==> config.mk <==
export PLATFORM = sky130hd
export DESIGN_NAME = i2c_byte_ctl
export DESIGN_NICKNAME = d
export VERILOG_FILES = /design/src/rtl/i2c_byte_ctl.sv
export SDC_FILE = /design/constraint.sdc
export NUM_CORES = 1
export LEC_CHECK = 0
export BUFFER_PORTS_ARGS = -buffer_cell sky130_fd_sc_hd__buf_2
export CORE_ASPECT_RATIO = 0.5
export CORE_MARGIN = 3
export CORE_UTILIZATION = 36
export DETAILED_ROUTE_END_ITERATION = 8
export PLACE_DENSITY = 0.57
export SYNTH_ARGS = -nofsm -noshare
export SYNTH_HDL_FRONTEND = slang
export SYNTH_SLANG_ARGS = --single-unit
==> constraint.sdc <==
create_clock -name i_sysclk -period 5.03 [get_ports i_sysclk]
set_clock_uncertainty 0.15 [all_clocks]
set_input_delay 0.7545 -clock i_sysclk [delete_from_list [all_inputs] [get_ports i_sysclk]]
set_output_delay 0.7545 -clock i_sysclk [all_outputs]
set_load 0.02 [all_outputs]
==> src/rtl/i2c_byte_ctl.sv <==
// Byte-level I2C master sequencer: splits a byte command into single bit commands for the bit controller.
// Optional per-bit watchdog is built when I2C_BYTE_TIMEOUT_EN is defined.
module i2c_byte_ctl #(
  parameter int unsigned TIMEOUT_CYCLES = 65535
) (
  input  logic       i_sysclk,
  input  logic       i_reset,
  input  logic       i_go,
  input  logic       i_start,
  input  logic       i_stop,
  input  logic       i_read,
  input  logic       i_write,
  input  logic       i_ack,
  input  logic [7:0] i_txd,
  output logic       o_ready,
  output logic       o_done,
  output logic [7:0] o_rxd,
  output logic       o_rxack,
  output logic       o_arblost,
  output logic       o_timeout,
  output logic       o_bus_owned,
  output logic [3:0] o_bit_cmd,
  output logic       o_bit_din,
  input  logic       i_bit_ack,
  input  logic       i_bit_dout,
  input  logic       i_bit_arblost
);

  localparam logic [3:0] CMD_IDLE    = 4'b0000;
  localparam logic [3:0] CMD_START   = 4'b0001;
  localparam logic [3:0] CMD_STOP    = 4'b0010;
  localparam logic [3:0] CMD_RESTART = 4'b0011;
  localparam logic [3:0] CMD_WRITE   = 4'b0100;
  localparam logic [3:0] CMD_READ    = 4'b1000;

  // state | meaning
  // IDLE  | waiting for i_go          START | START/RESTART pulsed, awaiting ack
  // WRITE | 8 data bits out           WACK  | reading slave ACK
  // READ  | 8 data bits in            RACK  | driving master ACK/NACK
  // STOP  | STOP pulsed, awaiting ack DONE  | one-cycle completion, ready again
  typedef enum logic [2:0] {
    S_IDLE, S_START, S_WRITE, S_WACK, S_READ, S_RACK, S_STOP, S_DONE
  } state_t;

  state_t      state, state_d;
  logic        bus_owned, owned_d;
  logic        arblost_q, arblost_d;
  logic [7:0]  rxd_q, rxd_d;
  logic        rxack_q, rxack_d;
  logic [3:0]  cmd_q, cmd_d;
  logic        din_q, din_d;
  logic [2:0]  cnt, cnt_d;
  logic [7:0]  sr, sr_d;
  logic        stop_q, stop_d, read_q, read_d, write_q, write_d, ack_q, ack_d;
  logic        issue;
  logic        busy;

`ifdef I2C_BYTE_TIMEOUT_EN
  logic [15:0] tmo_cnt;
  logic        tmo_q, tmo_abort;
`endif

  function automatic state_t after_start(input logic w, input logic r, input logic p);
    if (w)      return S_WRITE;
    else if (r) return S_READ;
    else if (p) return S_STOP;
    else        return S_DONE;
  endfunction

  function automatic logic [3:0] cmd_of(input state_t st, input logic owned);
    unique case (st)
      S_START:         return owned ? CMD_RESTART : CMD_START;
      S_WRITE, S_RACK: return CMD_WRITE;
      S_WACK, S_READ:  return CMD_READ;
      S_STOP:          return CMD_STOP;
      default:         return CMD_IDLE;
    endcase
  endfunction

  function automatic logic din_of(input state_t st, input logic msb, input logic ack);
    unique case (st)
      S_WRITE: return msb;
      S_RACK:  return ack;
      default: return 1'b1;
    endcase
  endfunction

  assign busy = (state != S_IDLE) && (state != S_DONE);

  always_comb begin
    state_d   = state;
    owned_d   = bus_owned;
    arblost_d = arblost_q;
    rxd_d     = rxd_q;
    rxack_d   = rxack_q;
    cnt_d     = cnt;
    sr_d      = sr;
    stop_d    = stop_q;
    read_d    = read_q;
    write_d   = write_q;
    ack_d     = ack_q;
    cmd_d     = CMD_IDLE;
    din_d     = din_q;
    issue     = 1'b0;
`ifdef I2C_BYTE_TIMEOUT_EN
    tmo_abort = 1'b0;
`endif
    if (!busy) begin
      state_d = S_IDLE;
      if (i_go) begin
        stop_d    = i_stop;
        read_d    = i_read;
        write_d   = i_write;
        ack_d     = i_ack;
        sr_d      = i_txd;
        cnt_d     = 3'd0;
        arblost_d = 1'b0;
        state_d   = i_start ? S_START : after_start(i_write, i_read, i_stop);
        issue     = 1'b1;
      end
    end else if (i_bit_arblost) begin
      arblost_d = 1'b1;
      owned_d   = 1'b0;
      state_d   = S_DONE;
    end else if (i_bit_ack) begin
      issue = 1'b1;
      unique case (state)
        S_START: begin
          owned_d = 1'b1;
          state_d = after_start(write_q, read_q, stop_q);
        end
        S_WRITE: begin
          sr_d  = {sr[6:0], 1'b0};
          cnt_d = cnt + 3'd1;
          if (cnt == 3'd7) state_d = S_WACK;
        end
        S_READ: begin
          rxd_d = {rxd_q[6:0], i_bit_dout};
          cnt_d = cnt + 3'd1;
          if (cnt == 3'd7) state_d = S_RACK;
        end
        S_WACK: begin
          rxack_d = i_bit_dout;
          state_d = stop_q ? S_STOP : S_DONE;
        end
        S_RACK:  state_d = stop_q ? S_STOP : S_DONE;
        S_STOP: begin
          owned_d = 1'b0;
          state_d = S_DONE;
        end
        default: state_d = S_DONE;
      endcase
    end
`ifdef I2C_BYTE_TIMEOUT_EN
    else if (tmo_cnt == 16'd0) begin
      owned_d   = 1'b0;
      state_d   = S_DONE;
      tmo_abort = 1'b1;
    end
`endif
    // Command code is only ever a single-cycle pulse on the transition into a bit state
    if (issue) begin
      cmd_d = cmd_of(state_d, owned_d);
      din_d = din_of(state_d, sr_d[7], ack_d);
    end
  end

  always_ff @(posedge i_sysclk) begin
    if (i_reset) begin
      state     <= S_IDLE;
      bus_owned <= 1'b0;
      arblost_q <= 1'b0;
      rxd_q     <= 8'h00;
      rxack_q   <= 1'b1;
      cmd_q     <= CMD_IDLE;
      din_q     <= 1'b1;
      cnt       <= 3'd0;
      sr        <= 8'h00;
      stop_q    <= 1'b0;
      read_q    <= 1'b0;
      write_q   <= 1'b0;
      ack_q     <= 1'b0;
    end else begin
      state     <= state_d;
      bus_owned <= owned_d;
      arblost_q <= arblost_d;
      rxd_q     <= rxd_d;
      rxack_q   <= rxack_d;
      cmd_q     <= cmd_d;
      din_q     <= din_d;
      cnt       <= cnt_d;
      sr        <= sr_d;
      stop_q    <= stop_d;
      read_q    <= read_d;
      write_q   <= write_d;
      ack_q     <= ack_d;
    end
  end

`ifdef I2C_BYTE_TIMEOUT_EN
  always_ff @(posedge i_sysclk) begin
    if (i_reset) begin
      tmo_cnt <= 16'd0;
      tmo_q   <= 1'b0;
    end else begin
      tmo_q <= tmo_abort;
      if (issue)
        tmo_cnt <= 16'(TIMEOUT_CYCLES);
      else if (busy && (tmo_cnt != 16'd0))
        tmo_cnt <= tmo_cnt - 16'd1;
    end
  end
  assign o_timeout = tmo_q;
`else
  logic tmo_param_unused;
  assign tmo_param_unused = ^16'(TIMEOUT_CYCLES);
  assign o_timeout = 1'b0;
`endif

  assign o_ready     = !busy;
  assign o_done      = (state == S_DONE);
  assign o_rxd       = rxd_q;
  assign o_rxack     = rxack_q;
  assign o_arblost   = arblost_q;
  assign o_bus_owned = bus_owned;
  assign o_bit_cmd   = cmd_q;
  assign o_bit_din   = din_q;

endmodule

==> results of run 1 <==
per-stage QoR:
step / std cells / area [um2]
2_1_floorplan: 194 / 1660
3_3_place_gp: 272 / 1830
3_5_place_dp: 272 / 1830
4_1_cts: 280 / 1970
5_1_grt: 280 / 1970
6_report: 280 / 1970
power by group:
| group | leakage (nW) | internal, mW | switching (mW) |
|---|---|---|---|
| Combinational | 0.504 | 0.0711 | 0.116 |
| Sequential | 0.277 | 0.292 | 0.0294 |
| Clock | 0.0714 | 0.211 | 0.105 |
tightest hold or removal path: stages (launching register included):
cell     delay, ns
dfxtp_1       0.31
nand2_1       0.05
a21oi_1       0.05
final timing paths:
check                            end  depth (start not counted)                start  slack (ns)
max                          o_ready                          5  state[1]$_SDFF_PP0_        2.45
min reg2reg       sr[3]$_SDFFE_PP0P_                          2   sr[3]$_SDFFE_PP0P_        0.31
max reg2reg  o_bit_cmd[3]$_SDFF_PP0_                          5  state[1]$_SDFF_PP0_        2.57
min               sr[3]$_SDFFE_PP0P_                          2   sr[3]$_SDFFE_PP0P_        0.31
kinds of logic after synthesis:
| kind of cell | share of synthesized area |
|---|---|
| compound gates | 0.207 |
| fa+ha+maj | 0.0151 |
| buf+inv | 0.0688 |
| flops | 0.411 |
| mux | 0.0605 |
| other cells | 0.00227 |
| simple gates | 0.235 |
state kept, by name, indices dropped and copies added, names as in the netlist:
name	cells
o_rxd	8
sr	8
o_bit_cmd	4
cnt	3
state	3
ack_q	1
o_arblost	1
o_bit_din	1
o_bus_owned	1
o_rxack	1
read_q	1
stop_q	1
write_q	1
layer usage:
layer,vias up,part of all wire,track usage
li1,745,-,-
met1,690,0.48,0.206
met2,34,0.44,0.234
met3,9,0.059,0.0414
met4,0,0.017,0.0719
met5,-,0,0
cell type report:
cell class	instances	area, um2	area share
multi-input combinational	139	861	0.437
tap	54	67.6	0.0343
clock inverter	2	60.1	0.0305
clock buffer	6	82.6	0.0419
timing repair buffer	36	180	0.0914
sequential	34	681	0.345
inverter	9	38.8	0.0197
layout by cell type, fill, tap and decap left out, drive strengths merged, types with 2 or more instances in the layout:
cell type / instances
nor2: 28
a2111oi: 2
inv: 8
nor4: 2
and4: 2
bufinv: 2
mux2i: 10
nor3: 5
nor2b: 3
a22oi: 8
o21ai: 6
ha: 2
or2: 2
a21oi: 23
clkbuf: 6
buf: 36
dfxtp: 34
nand2: 18
or3: 2
a22o: 2
nand3b: 2
nand3: 7
==> run metrics, run 1 <==
Max VDD drop=160 uV; required time worst endpoint=4.13 ns; fin util=0.476; Yosys warnings=0; TritonCTS clock tree=built; worst endpoint data arrival time=1.68 ns; Hold/Removal Path Class=reg -> reg; DRT Pass-1 Iters=4; Hold-fix buffers, CTS=0; Final Max Tran Viols=0; min setup slack post-route=2.45 ns; startpoint types=flop; Syn-to-layout area delta=19.0%; Max-slew headroom=0.580; initial antenna violation count=0; min cycle time layout=2.58 ns; setup repair after global routing missed its margin=false; Root Driver=clkbuf_8; DIE HEIGHT=54.0 um; Cells after Synth=194; n_diodes=0; Clk Latency, worst-skew pair=0.29 ns; GP Congestion=0.764; H-tree level count=2; count of cell types in the netlist=47; leading area contributor after synthesis=dfxtp_1; CTS Buf Count=5; power per cell area=419 mW/mm2; most common flop cell mapped by yosys=dfxtp_1; starting density of the core=0.399; Syn Area/Cell=8.53 um2; crit-path max FO=18; vias in the first global route=1316; asr flop ratio synth=0; DIE WIDTH=102 um; share of the synthesized area in the top cell type=0.411; Setup crit end kind=output port; fmax=387 MHz; starting DRC count in detailed routing=60; routed wire length=3780 um; Worst Path Buf+Inv=3; most frequent cell after synthesis=dfxtp_1; CTS max path bufs=2; crit path cell chain=nand3_2, inv_2, nor2_4, inv_1, buf_2; CTS clk-pin slew, worst paths=0.07 ns; TritonCTS Sinks=34; kind of critical path=reg -> out; routed len/inst=13.5 um; ratio of final minimum period to clock period=0.513; pre-CTS WS=2.46 ns; CP peak stage delay=0.72 ns; post-synthesis sequential area ratio=0.411; final setup TNS=0 ns; syn nets=215; highest-delay cell along the critical path=dfxtp_1; Post-DP HPWL=2740 um; ANT nets after route=0; commonest cells in the netlist=dfxtp_1, nor2_1, a21oi_1; die footprint=0.00550 mm2; synth top area cells=dfxtp_1, a21oi_1, mux2i_1; leak pwr=0.852 nW; Via Count=1478; Slew @ Worst Pin=0.629 ns; # IOs=38; setup violators final=0; Site Rows=16; drt drc=0; Tot Pwr=826 uW; CTS resizes=0; largest net degree at the start of global routing=32; input/output buffers=36; Avg Vias per Cell=5.28; Core Region=0.00414 mm2; Post-synth EDFFs=0; Crit path max-delay family=flip-flops; layout cells sized above 1=0.252; first-pass GRT wire length=6290 um; Max-Cap Viols=0; final hold violations=0; Nets=246; GRT overflow=0; Post-CTS Setup Inserts=0; fillers=400; Total GRT Usage=0.154; status=completed; Mapped Area=0.00166 mm2; Hold WS=0.307 ns; register bit total from synthesis=34
No activity file was read; power rests on OpenSTA's default activity.
==> run 2, diff against run 1 <==
- clock period: 5.03 -> 2.7 ns (I/O delays scaled with it)
==> run 2 against run 1 <==
- non-clock buffer count is 2 higher
- sequential cell count stayed put
- clock power is 44% higher
- via count is 1.2% lower
- hold slack worse by 0.094 ns
- highest routed layer unchanged
- combinational power is 89% higher
- sequential power is 86% higher
- critical path depth stayed put
- power is 71% higher
- largest power group unchanged
==> run metrics, run 2 (synthesis results as in run 1) <==
status=completed (unchanged); Syn-to-layout area delta=17.9% (was 19.0%); DIE HEIGHT=54.0 um (unchanged); input/output buffers=36 (unchanged); fin util=0.471 (was 0.476); starting DRC count in detailed routing=66 (was 60); CTS resizes=0 (unchanged); Tot Pwr=1.41 mW (was 826 uW); vias in the first global route=1321 (was 1316); final setup TNS=0 ns (unchanged); TritonCTS clock tree=built (unchanged); Slew @ Worst Pin=0.621 ns (was 0.629 ns); Max VDD drop=315 uV (was 160 uV); worst setup path endpoint=o_bit_cmd[3]$_SDFF_PP0_ (was o_ready); TritonCTS Sinks=34 (unchanged); setup violators final=0 (unchanged); Post-CTS Setup Inserts=0 (unchanged); drt drc=0 (unchanged); Setup crit end kind=flop (was output port); fillers=423 (was 400); startpoint types=flop (unchanged); highest-delay cell along the critical path=dfxtp_1 (unchanged); die footprint=0.00550 mm2 (unchanged); Core Region=0.00414 mm2 (unchanged); routed len/inst=13.5 um (about the same); Post-DP HPWL=2780 um (was 2740 um); starting density of the core=0.399 (unchanged); flop2flop setup slack=0.29 ns (was 2.57 ns); DIE WIDTH=102 um (unchanged); required time worst endpoint=2.77 ns (was 4.13 ns); crit-path max FO=18 (unchanged); power per cell area=723 mW/mm2 (was 419 mW/mm2); CP peak stage delay=0.72 ns (about the same); ANT nets after route=0 (unchanged); Site Rows=16 (unchanged); # IOs=38 (unchanged); setup repair after global routing missed its margin=false (unchanged); GRT overflow=0 (unchanged); final hold violations=0 (unchanged); routed wire length=3810 um (was 3780 um); Avg Vias per Cell=5.18 (was 5.28); largest net degree at the start of global routing=32 (unchanged); DRT Pass-1 Iters=4 (unchanged); R2R cell count=5 (unchanged); pre-CTS WS=0.319 ns (was 2.46 ns); kind of critical path=reg -> reg (was reg -> out); leak pwr=0.848 nW (was 0.852 nW); Nets=248 (was 246); fmax=416 MHz; r2r endpoint=o_bit_cmd[3]$_SDFF_PP0_ (unchanged); crit path cell chain=nand3_2, a21boi_4, a21oi_1, or3b_1, a21oi_1 (was nand3_2, inv_2, nor2_4, inv_1, buf_2); Worst Setup SP=state[1]$_SDFF_PP0_ (unchanged); Max-Cap Viols=0 (unchanged); worst r2r src=state[1]$_SDFF_PP0_ (unchanged); H-tree level count=2 (unchanged); ratio of final minimum period to clock period=0.891; first-pass GRT wire length=6330 um (was 6290 um); CTS clk-pin slew, worst paths=0.07 ns (about the same); GP Congestion=0.866 (was 0.764); Clk Latency, worst-skew pair=0.28 ns (was 0.29 ns); most frequent cells in the layout=buf_2, dfxtp_1, nor2_1 (unchanged); Total GRT Usage=0.152 (was 0.154); min setup slack post-route=0.295 ns (was 2.45 ns); Hold/Removal Path Class=in -> reg (was reg -> reg); n_diodes=0 (unchanged); leading cell type in the layout, fill and taps excluded=buf_2 (unchanged); CTS max path bufs=2 (unchanged); Hold-fix buffers, CTS=0 (unchanged); Root Driver=clkbuf_8 (unchanged); Max-slew headroom=0.585 (was 0.580); Final Max Tran Viols=0 (unchanged); worst endpoint data arrival time=2.47 ns (was 1.68 ns); CTS Buf Count=5 (unchanged); layout cells sized above 1=0.259 (was 0.252); Hold WS=0.213 ns (was 0.307 ns); min cycle time layout=2.41 ns; CP dominant cell by count=a21oi_1; initial antenna violation count=0 (unchanged); Via Count=1460 (was 1478)
-- run 2: area by class of cell --
type | count | area, um2 | area share
repair buffers | 38 | 195 | 0.100
inverters | 9 | 38.8 | 0.0199
clock inverters | 3 | 40.0 | 0.0205
well taps | 54 | 67.6 | 0.0346
multi-input cells | 139 | 861 | 0.441
clock buffers | 5 | 68.8 | 0.0353
flip-flops and latches | 34 | 681 | 0.349
-- run 2: through the flow --
stage | cell area, um2 | instances
final | 1950 | 282
after global routing | 1950 | 282
after CTS | 1950 | 282
after detailed placement | 1840 | 274
after global placement | 1840 | 274
after floorplan | 1660 | 194
-- run 2: critical path, delay by kind of cell, from the launching register on --
family	cells	cell delay (ns)
flip-flops	1	0.72
AND/OR/NAND/NOR	2	0.62
AO/OA/AOI/OAI	3	0.84
-- run 2: how the worst min path moves through the flow --
stage / cells past startpoint / to / startpoint
after floorplan: 2 / stop_q$_SDFFE_PP0P_ / stop_q$_SDFFE_PP0P_
after global placement: 1 / o_rxack$_SDFFE_PP1P_ / o_rxack$_SDFFE_PP1P_
after detailed placement: 2 / sr[3]$_SDFFE_PP0P_ / sr[3]$_SDFFE_PP0P_
after CTS: 3 / stop_q$_SDFFE_PP0P_ / i_stop
after global routing: 3 / stop_q$_SDFFE_PP0P_ / i_stop
final: 3 / stop_q$_SDFFE_PP0P_ / i_stop
-- run 2: per-layer routing --
layer / vias to the layer above / part of all wire / GRT usage
li1: 749 / - / -
met3: 5 / 0.051 / 0.0401
met4: 0 / 0.0076 / 0.0523
met5: - / 0 / 0
met1: 673 / 0.52 / 0.213
met2: 33 / 0.42 / 0.225
-- run 2: power by group --
part	leakage [nW]	switching [mW]	internal, mW
logic	0.514	0.217	0.137
clock network	0.0579	0.187	0.272
registers	0.277	0.0547	0.544
total	0.848	0.458	0.953
==> run 3, diff against run 2 <==
- PLACE_DENSITY: 0.57 -> 0.59
- clock period: 2.7 -> 2.1 ns (I/O delays scaled with it)
==> run 3 against run 2 <==
- sequential share of layout area is 2.5 points lower
- routed wire length is 6.0% higher
- power is 30% higher
- die area stayed put
- first-iteration DRC count is 33% lower
- maximum frequency is 20% higher
- combinational power is 79% higher
- register-to-register slack worse by 0.19 ns
- setup slack worse by 0.19 ns
- final cell count is 6.4% higher
- global-route usage is 0.44 points higher
==> run metrics, run 3 (synthesis results as in run 1) <==
status=completed (unchanged); Storage cell area=687 um2 (was 681 um2); Clk Latency, worst-skew pair=0.29 ns (was 0.28 ns); largest net degree at the start of global routing=31 (was 32); Site Rows=16 (unchanged); CTS clk-pin slew, worst paths=0.06 ns (was 0.07 ns); starting density of the core=0.399 (unchanged); most frequent cells in the layout=buf_2, dfxtp_1, nor2_1 (unchanged); Via Count=1580 (was 1460); GP Congestion=0.849 (was 0.866); routed len/inst=13.5 um (about the same); Hold/Removal Path Class=in -> reg (unchanged); Tot Pwr=1.84 mW (was 1.41 mW); H-tree level count=2 (unchanged); leak pwr=0.934 nW (was 0.848 nW); drt drc=0 (unchanged); input/output buffers=36 (unchanged); ANT nets after route=0 (unchanged); Nets=267 (was 248); crit-path max FO=5 (was 18); CP peak stage delay=0.42 ns (was 0.72 ns); fmax=500 MHz (was 416 MHz); Post-DP HPWL=3020 um (was 2780 um); sequential share of power=0.409 (was 0.425); TritonCTS clock tree=built (unchanged); setup violators final=0 (unchanged); flop2flop setup slack=0.10 ns (was 0.29 ns); layout cells sized above 1=0.358 (was 0.259); Final Max Tran Viols=0 (unchanged); Hold WS=0.134 ns (was 0.213 ns); n_diodes=0 (unchanged); power per cell area=869 mW/mm2 (was 723 mW/mm2); min cycle time layout=2.00 ns (was 2.41 ns); setup repair after global routing missed its margin=false (unchanged); clock power share=0.247 (was 0.325); # IOs=38 (unchanged); Worst Path Buf+Inv=0 (unchanged); GRT overflow=0 (unchanged); Syn-to-layout area delta=28.0% (was 17.9%); initial antenna violation count=0 (unchanged); TritonCTS Sinks=34 (unchanged); final setup TNS=0 ns (unchanged); DIE HEIGHT=54.0 um (unchanged); worst endpoint data arrival time=2.06 ns (was 2.47 ns); Avg Vias per Cell=5.27 (was 5.18); fillers=402 (was 423); Total GRT Usage=0.156 (was 0.152); Crit path max-delay family=simple AND/OR/NAND/NOR gates (was compound AO/OA/AOI/OAI gates); ratio of final minimum period to clock period=0.952 (was 0.891); Max-Cap Viols=0 (unchanged); required time worst endpoint=2.16 ns (was 2.77 ns); leading cell type in the layout, fill and taps excluded=buf_2 (unchanged); Net Switching=628 uW (was 458 uW); final hold violations=0 (unchanged); multi-input combinational cell area=910 um2 (was 861 um2); highest-delay cell along the critical path=or3b_4 (was dfxtp_1); routed wire length=4040 um (was 3810 um); die footprint=0.00550 mm2 (unchanged); vias in the first global route=1478 (was 1321); DIE WIDTH=102 um (unchanged); CTS max path bufs=2 (unchanged); CTS Buf Count=5 (unchanged); Combinational Power Share=0.344 (was 0.251); first-pass GRT wire length=6590 um (was 6330 um); kind of critical path=reg -> reg (unchanged); Root Driver=clkbuf_8 (unchanged); starting DRC count in detailed routing=44 (was 66); Setup crit end kind=flop (unchanged); startpoint types=flop (unchanged); Max VDD drop=308 uV (was 315 uV); switch share=0.341 (was 0.325); internal power=1.21 mW (was 953 uW); DRT Pass-1 Iters=4 (unchanged); Core Region=0.00414 mm2 (unchanged); Hold-fix buffers, CTS=0 (unchanged); crit path cell chain=ha_1, ha_2, nor2_2, o32ai_2, a41oi_2, or3b_4, a21oi_2 (was nand3_2, a21boi_4, a21oi_1, or3b_1, a21oi_1)
[run 3: cell types whose count changed in the layout (fill, tap and decap cells not counted), moves of 2 or more]
cell,previous run,this run
buf_4,2,21
dfxtp_1,34,31
a21oi_1,23,21
a21oi_2,0,2
dfxtp_2,0,2
nor2_1,26,24
nor2_2,1,3
[run 3: worst reg2reg max path, cell delays in order (launching register included)]
cell and delay [ns]:
dfxtp_1 0.32, ha_1 0.20, ha_2 0.19, nor2_2 0.11, o32ai_2 0.10, a41oi_2 0.28, or3b_4 0.42, a21oi_2 0.15
[run 3: final cells by class]
class,count,area share
Multi-Input combinational cell,139,0.429
Sequential cell,34,0.324
Timing Repair Buffer,57,0.159
Clock buffer,5,0.0325
Tap cell,54,0.0319
Inverter,9,0.0183
Clock inverter,2,0.00472
[run 3: final timing paths]
check,startpoint,end,cells after the start
worst max-delay path,cnt[0]$_SDFFE_PP0P_,o_bit_cmd[3]$_SDFF_PP0_,7
worst max register to register,cnt[0]$_SDFFE_PP0P_,o_bit_cmd[3]$_SDFF_PP0_,7
worst min-delay path,i_stop,stop_q$_SDFFE_PP0P_,3
worst min register to register,sr[2]$_SDFFE_PP0P_,sr[2]$_SDFFE_PP0P_,2
[run 3: per-layer routing]
layer	vias to the layer above	wire length, um	global-route usage
met5	-	0	0
met4	0	21	0.0458
met3	6	172	0.0349
met2	37	1830	0.260
met1	751	2010	0.206
li1	786	-	-
[run 3: power by group through the flow]
stage	registers [mW]	clock network [mW]	logic (mW)
after floorplan	0.760	0	0.375
after global placement	0.760	0	0.558
after detailed placement	0.763	0	0.568
after CTS	0.749	0.468	0.580
after global routing	0.762	0.494	0.691
final	0.753	0.455	0.633
[run 3: what timing repair did]
action / 4_1_cts / 5_1_grt
setup endpoints to repair: 1 / 6
pin swaps: 0 / 3
resized for setup: 3 / 11
setup buffers: 0 / 3
[run 3: per-stage QoR]
stage,util,worst slack [ns],std cells,area [um2]
2_1_floorplan,-,0.204,194,1660
3_3_place_gp,0.474,0.00139,290,1960
3_5_place_dp,0.474,-0.0376,290,1960
4_1_cts,0.497,0.00931,297,2060
5_1_grt,0.511,0.00471,300,2120
6_report,0.511,0.101,300,2120
